### src/rtl/reg_file_ctrl.sv
// reg_file_ctrl
//   Command sequencer between UART_RX, REG_FILE and UART_TX. Byte frames from
//   the receiver are parsed into register-file transactions:
//     WR_CMD, address, data  -> one-cycle WrEn with Address/WrData
//     RD_CMD, address        -> one-cycle RdEn, wait for Rd_VLD, send RdData
//   Read data is handed to the transmitter with a one-cycle TX_D_VLD once
//   TX_BUSY is low. Unknown commands and read timeouts pulse ERR.
//
// Ports
//   CLK, RST            clock; synchronous active-high reset
//   RX_P_DATA, RX_D_VLD received byte and its one-cycle valid strobe
//   RdData, Rd_VLD      register-file read data and read-valid strobe
//   TX_BUSY             transmitter busy
//   WrEn, RdEn          register-file write / read enables (one cycle each)
//   Address, WrData     register-file address and write data
//   TX_P_DATA, TX_D_VLD byte to transmit and its one-cycle valid strobe
//   ERR                 one-cycle pulse on unknown command or read timeout
module reg_file_ctrl #(
  parameter int unsigned              DATA_WIDTH = 8,
  parameter int unsigned              ADDR_WIDTH = 4,
  parameter logic [DATA_WIDTH-1:0]    WR_CMD     = 8'hAA,
  parameter logic [DATA_WIDTH-1:0]    RD_CMD     = 8'hBB,
  parameter int unsigned              RD_TIMEOUT = 15
) (
  input  logic                  CLK,
  input  logic                  RST,
  input  logic [DATA_WIDTH-1:0] RX_P_DATA,
  input  logic                  RX_D_VLD,
  input  logic [DATA_WIDTH-1:0] RdData,
  input  logic                  Rd_VLD,
  input  logic                  TX_BUSY,
  output logic                  WrEn,
  output logic                  RdEn,
  output logic [ADDR_WIDTH-1:0] Address,
  output logic [DATA_WIDTH-1:0] WrData,
  output logic [DATA_WIDTH-1:0] TX_P_DATA,
  output logic                  TX_D_VLD,
  output logic                  ERR
);

  localparam int unsigned CNT_W = $clog2(RD_TIMEOUT + 1);
  localparam logic [CNT_W-1:0] TIMEOUT_C = CNT_W'(RD_TIMEOUT);

  typedef enum logic [2:0] {
    IDLE,
    WR_ADDR,
    WR_DATA,
    WR_EXEC,
    RD_ADDR,
    RD_EXEC,
    RD_WAIT,
    TX_SEND
  } state_t;

  state_t                state, state_n;
  logic [CNT_W-1:0]      cnt, cnt_n;
  logic                  wren_n, rden_n, txvld_n, err_n;
  logic [ADDR_WIDTH-1:0] addr_n;
  logic [DATA_WIDTH-1:0] wrdata_n, txdata_n;

  always_ff @(posedge CLK) begin
    if (RST) begin
      state     <= IDLE;
      cnt       <= '0;
      WrEn      <= 1'b0;
      RdEn      <= 1'b0;
      TX_D_VLD  <= 1'b0;
      ERR       <= 1'b0;
      Address   <= '0;
      WrData    <= '0;
      TX_P_DATA <= '0;
    end else begin
      state     <= state_n;
      cnt       <= cnt_n;
      WrEn      <= wren_n;
      RdEn      <= rden_n;
      TX_D_VLD  <= txvld_n;
      ERR       <= err_n;
      Address   <= addr_n;
      WrData    <= wrdata_n;
      TX_P_DATA <= txdata_n;
    end
  end

  // Next-state and next-output logic. Strobes default low so every pulse
  // lasts exactly one cycle; data registers default to holding.
  always_comb begin
    state_n  = state;
    cnt_n    = cnt;
    wren_n   = 1'b0;
    rden_n   = 1'b0;
    txvld_n  = 1'b0;
    err_n    = 1'b0;
    addr_n   = Address;
    wrdata_n = WrData;
    txdata_n = TX_P_DATA;

    case (state)
      IDLE: begin
        if (RX_D_VLD) begin
          if (RX_P_DATA == WR_CMD)      state_n = WR_ADDR;
          else if (RX_P_DATA == RD_CMD) state_n = RD_ADDR;
          else                          err_n   = 1'b1;
        end
      end
      WR_ADDR: begin
        if (RX_D_VLD) begin
          addr_n  = RX_P_DATA[ADDR_WIDTH-1:0];
          state_n = WR_DATA;
        end
      end
      WR_DATA: begin
        if (RX_D_VLD) begin
          wrdata_n = RX_P_DATA;
          wren_n   = 1'b1;
          state_n  = WR_EXEC;
        end
      end
      WR_EXEC: begin
        state_n = IDLE;
      end
      RD_ADDR: begin
        if (RX_D_VLD) begin
          addr_n  = RX_P_DATA[ADDR_WIDTH-1:0];
          rden_n  = 1'b1;
          state_n = RD_EXEC;
        end
      end
      RD_EXEC: begin
        cnt_n = '0;
        // A register file that answers in the RdEn cycle skips RD_WAIT.
        if (Rd_VLD) begin
          txdata_n = RdData;
          state_n  = TX_SEND;
        end else begin
          state_n  = RD_WAIT;
        end
      end
      RD_WAIT: begin
        if (Rd_VLD) begin
          txdata_n = RdData;
          state_n  = TX_SEND;
        end else if (cnt + CNT_W'(1) == TIMEOUT_C) begin
          // RD_TIMEOUT cycles spent here without Rd_VLD: give up.
          cnt_n   = '0;
          err_n   = 1'b1;
          state_n = IDLE;
        end else begin
          cnt_n = cnt + CNT_W'(1);
        end
      end
      TX_SEND: begin
        if (!TX_BUSY) begin
          txvld_n = 1'b1;
          state_n = IDLE;
        end
      end
      default: state_n = IDLE;
    endcase
  end

endmodule

### config.mk
export PLATFORM = sky130hd
export DESIGN_NAME = reg_file_ctrl
export DESIGN_NICKNAME = d
export VERILOG_FILES = /design/src/rtl/reg_file_ctrl.sv
export SDC_FILE = /design/constraint.sdc
export NUM_CORES = 1
export LEC_CHECK = 0
export ABC_AREA = 1
export CAP_MARGIN = 30
export CORE_MARGIN = 5
export CORE_UTILIZATION = 45
export CTS_CLUSTER_DIAMETER = 30
export DETAILED_ROUTE_END_ITERATION = 10
export GPL_ROUTABILITY_DRIVEN = 0
export GPL_TIMING_DRIVEN = 0
export PLACE_DENSITY = 0.89
export SLEW_MARGIN = 20
export SYNTH_ARGS = -nofsm -noshare
export SYNTH_HDL_FRONTEND = slang
export SYNTH_SLANG_ARGS = --single-unit
### constraint.sdc
create_clock -name CLK -period 1.9 [get_ports CLK]
set_input_delay 0.38 -clock CLK [delete_from_list [all_inputs] [get_ports CLK]]
set_output_delay 0.38 -clock CLK [all_outputs]
set_load 0.1 [all_outputs]
After elaboration in Yosys (flattened, before gate mapping) --
Cells that the tools add are included.
Storage, ports and cells: bits in registers 31, latch bits 0, memory bits (writable) 0, ROM bits 0, bits of input ports 21, output and inout port bits 24, logic and storage cells 65, memories kept 0
Operators by class: add/subtract/negate cells 1, multipliers 0, div/mod/pow operators 0, magnitude comparators 0, equal/unequal tests 18, shift operators 0, multiplexer cells 22, bitwise logic cells 3, reductions and logical operators 12
Operators by type and width (count):
- $mux 3 | 9
- $pmux 3 s8 | 1
- $eq 8x8->1 const B | 2
- $eq 3x3->1 const B | 4
- $ne 2x2->1 const B | 6
- $reduce_or 2->1 | 5
- $mux 1 | 8
- $mux 4 | 2
- $pmux 4 s2 | 1
- $reduce_and 2->1 | 4
- $reduce_and 7->1 | 1
- $eq 3x2->1 const B | 2
- $ne 3x3->1 const B | 2
- $add 4x1->4 const B | 1
- $eq 4x4->1 const B | 1
- $eq 3x1->1 const B | 1
- $logic_not 3->1 | 1
- $not 1->1 | 3
- $pmux 1 s2 | 1
- $reduce_bool 2->1 | 1

Depth between registers and ports, before layout --
Gate-level depths: netlist (run 1).
word-level depth 5, mapped depth 11, mapped depth without buffers 11

Worst setup path after synthesis (run 1) --
OpenSTA, ideal clock, no wires.
path kind flip-flop to flip-flop, from register cnt[1], to register state[0], setup time 0.062 ns, arrival 1.259 ns, required time 1.838 ns, setup slack 0.579 ns, cell stages (with the launch flop) 9, path buffers 0, path through dfxtp_1 > ha_1 > xor2_1 > nand3_2 > nand2_4 > inv_2 > nor2_4 > nor2_1 > nor2_2
On the way: longest elaborated chain between the ends 4
Ends and longest elaborated chain:
- from (decl) | line 56 | logic [CNT_W-1:0] cnt, cnt_n;
- from (signal assigned) | line 74 | cnt <= cnt_n;
- $add 4x1->4 | line 143 | end else if (cnt + CNT_W'(1) == TIMEOUT_C) begin
- $eq 4x4->1 | line 143
- $ne 3x3->1 (no line)
- $reduce_and 7->1 (no line)
- to (signal assigned) | line 73 | state <= state_n;
- to (decl) | line 55 | state_t state, state_n;
No other way between the ends. A chain may end at the register's enable or synchronous reset.

Worst setup path in the final report (run 1) --
from register WrData[2], to output port WrData[2]
RTL lines:
- from (decl) | line 35 | output logic [DATA_WIDTH-1:0] WrData,
- from (signal assigned) | line 80 | WrData <= wrdata_n;
No word-level cell between the ends.

==> impl_metrics.py, run 1 <==
metrics = {
    "run_status": {
        "status": "finished, final reports clean",
    },
    "power": {
        "power_density_nw_per_um2": 1240,
        "p_seq_share_pct": 33.9,
        "netSwitchingFraction_pct": 46.2,
        "max-vdd-ir-drop_v": 0.000834,
        "p_sw_mw": 1.12,
        "power_mw": 2.43,
        "power_leakage_nw": 0.856,
        "p_int_mw": 1.31,
        "p_comb_share_pct": 43.9,
        "power_frac_clock_pct": 22.2,
    },
    "floorplan": {
        "dieArea_um2": 4370,
        "io_pins": 45,
        "die_w_um": 66.1,
        "initial_core_util_pct": 46.7,
        "coreArea_um2": 3030,
        "rows": 20,
        "dieHeight_um": 66.1,
    },
    "route": {
        "route.detailed.drc": 0,
        "wire_per_inst_um": 12.2,
        "drtPass1Iterations": 4,
        "route.vias.total": 1454,
        "detail-route-antenna-nets": 0,
        "first_iter_violations": 89,
        "wirelength_mm": 3.54,
        "viasPerCell": 5.00,
    },
    "sta": {
        "layout_min_cycle_time_ns": 1.66,
        "max_freq_mhz": 601,
        "finalSetupTns_ns": 0,
        "setup_viol": 0,
        "hold_viol_final": 0,
        "layout_setup_ws_ns": 0.235,
        "tightest_slew_ns": 0.560,
        "min_period_over_period_pct": 87.6,
        "slew_viol_final": 0,
        "rsz0062_at_grt": "false",
        "slew_headroom_pct": 62.9,
        "finalClockSkew_ns": 0.00666,
    },
    "clock_network": {
        "cts_root_buffer": "clkbuf_4",
        "cts_sinks": 31,
        "clk_pin_slew_worst_paths_ns": 0.10,
        "cts_tree": "yes",
        "numCtsBuffers": 5,
        "cts_htree_levels": 2,
        "clk_path_buf_depth": 2,
        "clock_latency_ns": 0.34,
        "post-cts-setup-buffers": 0,
    },
    "synth": {
        "syn_area_um2": 1420,
        "synth_cell_type_count": 23,
        "syn-num-nets": 219,
        "synth_top_cell_by_area": "dfxtp_1",
        "syn_inst": 196,
        "yosys_warnings": 0,
        "yosys-top-cells-area": "dfxtp_1 (44%), nand2_1 (10%), nand3_1 (9.2%)",
        "synth-seq-cells": 31,
        "synth.avg_cell_area_um2": 7.22,
        "yosysSeqAreaShare_pct": 43.9,
        "synth_top_area_share_pct": 43.9,
    },
    "critical_path": {
        "crit_family": "buffers and inverters",
        "cpPeakStageDelay_ns": 0.57,
        "regToRegStartpoint": "cnt[1]",
        "worst-path-buf-inv": 1,
        "startpoint": "WrData[2]",
        "critPathLaunchType": "register",
        "ff2ff_path_depth": 8,
        "crit_chain": "clkdlybuf4s15_2",
        "r2r_setup_slack_ns": 0.38,
        "slowest_stage": "clkdlybuf4s15_2",
        "end_kind": "output pin",
        "r2r_end": "state[0]",
        "cp.required_ns": 1.52,
        "crit_arrival_ns": 1.28,
        "worstSetupPathType": "reg -> out",
        "cp_max_fo": 2,
    },
    "grt": {
        "grt_pass1_wl_mm": 6.11,
        "antenna_found_initial": 0,
        "globalRoute.totalOverflow": 0,
        "grt_max_degree": 11,
        "grtUsageTotal_pct": 18.4,
        "grt_pass1_vias": 1402,
    },
    "min_path": {
        "holdPathEnd": "TX_P_DATA[6]",
        "hold_path_depth": 2,
        "hp-class": "in -> reg",
        "min_from": "RST",
    },
    "place": {
        "place_inst": 283,
        "dpl_worst_slack_ns": 0.0311,
        "dp_hpwl_mm": 2.61,
        "numPortBuffers": 43,
    },
    "finish": {
        "diodes": 0,
        "layout.cells.non_filler": 291,
        "most-common-layout-cells": "nand2_1 (39), dfxtp_1 (31), nand3_1 (26), nor2_1 (26), a21oi_1 (20)",
        "synthToLayoutAreaGrowth_pct": 38.1,
        "final_common_cell": "nand2_1",
        "drive_gt1_share_pct": 19.4,
        "nNetsFinal": 269,
    },
    "run": {
        "drv_cap": 0,
    },
}
[worst max path at each step]
stage / to / slack, ns / cells after the start
floorplan: state[0] / 0.58 / 8
global placement: state[0] / 0.05 / 10
detailed placement: state[0] / 0.03 / 10
CTS: TX_P_DATA[5] / 0.0009 / 1
global route: WrData[2] / 0.18 / 1
finish: WrData[2] / 0.24 / 1
[layout make-up]
| type | count | area [um^2] |
|---|---|---|
| fill | 283 | 1070 |
| multi-input combinational | 141 | 696 |
| sequential | 31 | 621 |
| timing repair buffer | 43 | 398 |
| inverter | 19 | 73.8 |
| tap | 44 | 55.1 |
| clock buffer | 6 | 51.3 |
| clock inverter | 2 | 35.0 |
| buffer | 5 | 25.0 |
[power groups by stage]
stage / Combinational [mW] / Sequential [mW] / Clock, mW
CTS: 1.08 / 0.822 / 0.549
floorplan: 0.361 / 1.32 / 0
detailed placement: 1.11 / 0.834 / 0
global placement: 1.10 / 0.831 / 0
finish: 1.07 / 0.823 / 0.540
global route: 1.14 / 0.837 / 0.596
[registers in the layout, indices dropped and copies added, names as in the netlist]
name,cells
ERR,1
Address,4
WrEn,1
WrData,8
TX_P_DATA,8
TX_D_VLD,1
state,3
RdEn,1
cnt,4
[per-layer routing]
metal	GRT usage, %	up-vias	part of all wire [%]
met5	0	-	0
met4	9.90	0	2.8
met3	7.31	13	8.2
met2	29.7	54	48
met1	20.6	646	41
li1	-	741	-
[metrics by stage]
| step | instance area [um^2] | utilization [%] | hold slack, ns |
|---|---|---|---|
| after floorplan | 1420 | - | 0.452 |
| after global placement | 1900 | 62.8 | 0.447 |
| after detailed placement | 1900 | 62.8 | 0.456 |
| after CTS | 2000 | 66.1 | 0.371 |
| after global routing | 1950 | 64.5 | 0.394 |
| final | 1950 | 64.5 | 0.373 |
[cells in the mapped netlist (all sizes together)]
| master | count |
|---|---|
| dfxtp | 31 |
| o22ai | 1 |
| ha | 2 |
| buf | 3 |
| clkbuf | 2 |
| nand3 | 27 |
| nor3 | 2 |
| o21ai | 13 |
| xor2 | 1 |
| a21oi | 20 |
| nor2 | 29 |
| inv | 19 |
| nand4 | 2 |
| nand2 | 44 |
[what timing repair did]
action                     CTS  global route
setup endpoints to repair   24            10
hold buffers                 0             0
hold endpoints to repair     0             0
pin swaps                    0             0
gates resized for setup     59            13
[kinds of logic after synthesis]
| logic type | share of synthesized area [%] |
|---|---|
| buf+inv | 6.99 |
| compound gates | 12.1 |
| xor+xnor | 0.619 |
| simple gates | 34.7 |
| flops | 43.9 |
| fa+ha+maj | 1.77 |
(Power assumes the default switching activity.)
==> inputs of run 2 (changes only) <==
Settings changed: CORE_MARGIN 5 to unset, HOLD_SLACK_MARGIN set to 0.05.
==> impl_metrics.py, run 2 (synthesized netlist as in run 1, its figures left out) <==
metrics = {
    "floorplan": {
        "rows": 19,
        "coreArea_um2": 2880,
        "io_pins": 45,
        "initial_core_util_pct": 49.2,
        "die_w_um": 58.1,
        "dieHeight_um": 58.1,
        "dieArea_um2": 3370,
    },
    "sta": {
        "slew_headroom_pct": 37.5,
        "finalSetupTns_ns": 0,
        "slew_viol_final": 0,
        "hold_viol_final": 0,
        "max_freq_mhz": 543,
        "setup_viol": 0,
        "tightest_slew_ns": 0.942,
        "min_period_over_period_pct": 96.8,
        "finalClockSkew_ns": 0.0138,
        "layout_min_cycle_time_ns": 1.84,
        "hold_ws_ns": 0.385,
        "rsz0062_at_grt": "false",
    },
    "finish": {
        "layout.cells.non_filler": 289,
        "stdcell_area_um2": 1960,
        "final_common_cell": "nand2_1",
        "fill_cells": 250,
        "final_core_util_pct": 68.0,
        "drive_gt1_share_pct": 19.0,
        "synthToLayoutAreaGrowth_pct": 38.3,
        "nNetsFinal": 269,
        "most-common-layout-cells": "nand2_1 (39), dfxtp_1 (31), nand3_1 (26), nor2_1 (26), a21oi_1 (20)",
        "reg_top3": "TX_P_DATA x8, WrData x8",
        "multiInputGateArea_um2": 696,
        "diodes": 0,
        "register_area_um2": 621,
    },
    "clock_network": {
        "hold_buffers": 0,
        "clk_pin_slew_worst_paths_ns": 0.10,
        "clock_latency_ns": 0.35,
        "post-cts-setup-buffers": 0,
        "cts_root_buffer": "clkbuf_4",
        "numCtsBuffers": 5,
        "cts_sinks": 31,
        "cts_tree": "yes",
        "clk_path_buf_depth": 2,
        "cts_htree_levels": 2,
    },
    "grt": {
        "grt_pass1_vias": 1287,
        "globalRoute.totalOverflow": 0,
        "grt_max_degree": 11,
        "grtUsageTotal_pct": 21.5,
        "antenna_found_initial": 0,
        "grt_pass1_wl_mm": 5.40,
    },
    "place": {
        "dpl_cell_area_um2": 1900,
        "numPortBuffers": 43,
        "dp_hpwl_mm": 2.56,
        "place_inst": 281,
    },
    "route": {
        "wirelength_mm": 3.42,
        "viasPerCell": 4.98,
        "first_iter_violations": 56,
        "route.vias.total": 1440,
        "route.detailed.drc": 0,
        "drtPass1Iterations": 5,
        "detail-route-antenna-nets": 0,
        "wire_per_inst_um": 11.8,
    },
    "critical_path": {
        "cpPeakStageDelay_ns": 0.81,
        "crit_arrival_ns": 1.46,
        "cp_max_fo": 1,
        "critPathLaunchType": "register",
        "end_kind": "output pin",
        "crit_family": "buffers and inverters",
        "slowest_stage": "clkdlybuf4s15_1",
        "cp.required_ns": 1.52,
        "worstSetupPathType": "reg -> out",
        "worst-path-buf-inv": 1,
        "crit_chain": "clkdlybuf4s15_1",
    },
    "run": {
        "drv_cap": 0,
    },
    "run_status": {
        "status": "finished, final reports clean",
    },
    "power": {
        "max-vdd-ir-drop_v": 0.000762,
        "power_density_nw_per_um2": 1250,
        "power_leakage_nw": 0.856,
    },
    "min_path": {
        "hp-class": "in -> reg",
    },
}
==> run 2: changes by cell type in the layout (fill, tap and decap cells not counted) <==
cell,change
clkbuf_2,-1
clkdlybuf4s15_1,+1
==> run 2: layout make-up <==
class | instances | area share (%)
plain buffers | 5 | 1.28
clock buffers | 6 | 2.62
clock inverters | 2 | 1.79
inverters | 19 | 3.77
multi-input cells | 141 | 35.5
flip-flops and latches | 31 | 31.7
well taps | 42 | 2.69
repair buffers | 43 | 20.6
==> run 2: what timing repair did <==
action                                 CTS  global route
endpoints found under the hold margin    0             0
setup endpoints to repair               24            10
resized for setup                       61            10
==> run 2: metal layers <==
metal / up-vias / share of wire [%] / track usage (%)
li1: 735 / - / -
met4: 0 / 1.5 / 8.16
met3: 6 / 6.8 / 8.26
met1: 651 / 44 / 24.1
met5: - / 0 / 0
met2: 48 / 48 / 36.6
==> run 2: path summary, 6_finish.rpt <==
check,startpoint,endpoint,slack (ns),cells after the start
hold / removal,RST,TX_P_DATA[6],0.38,2
setup reg to reg,cnt[1],state[1],0.36,8
hold reg to reg,TX_P_DATA[5],TX_P_DATA[5],0.47,2
setup / recovery,TX_D_VLD,TX_D_VLD,0.06,1
==> run 2: where the power goes <==
| part | internal [mW] | leakage [nW] | total, mW | switching (mW) |
|---|---|---|---|---|
| Combinational | 0.246 | 0.556 | 1.06 | 0.817 |
| Clock | 0.311 | 0.0482 | 0.551 | 0.241 |
| Sequential | 0.748 | 0.251 | 0.823 | 0.0759 |
==> run 2: stage by stage <==
| step | setup slack, ns | power (mW) |
|---|---|---|
| floorplan | 0.579 | 1.68 |
| global placement | 0.0604 | 1.92 |
| detailed placement | 0.0376 | 1.94 |
| CTS | 0.000463 | 2.46 |
| global route | 0.0234 | 2.55 |
| finish | 0.0600 | 2.44 |
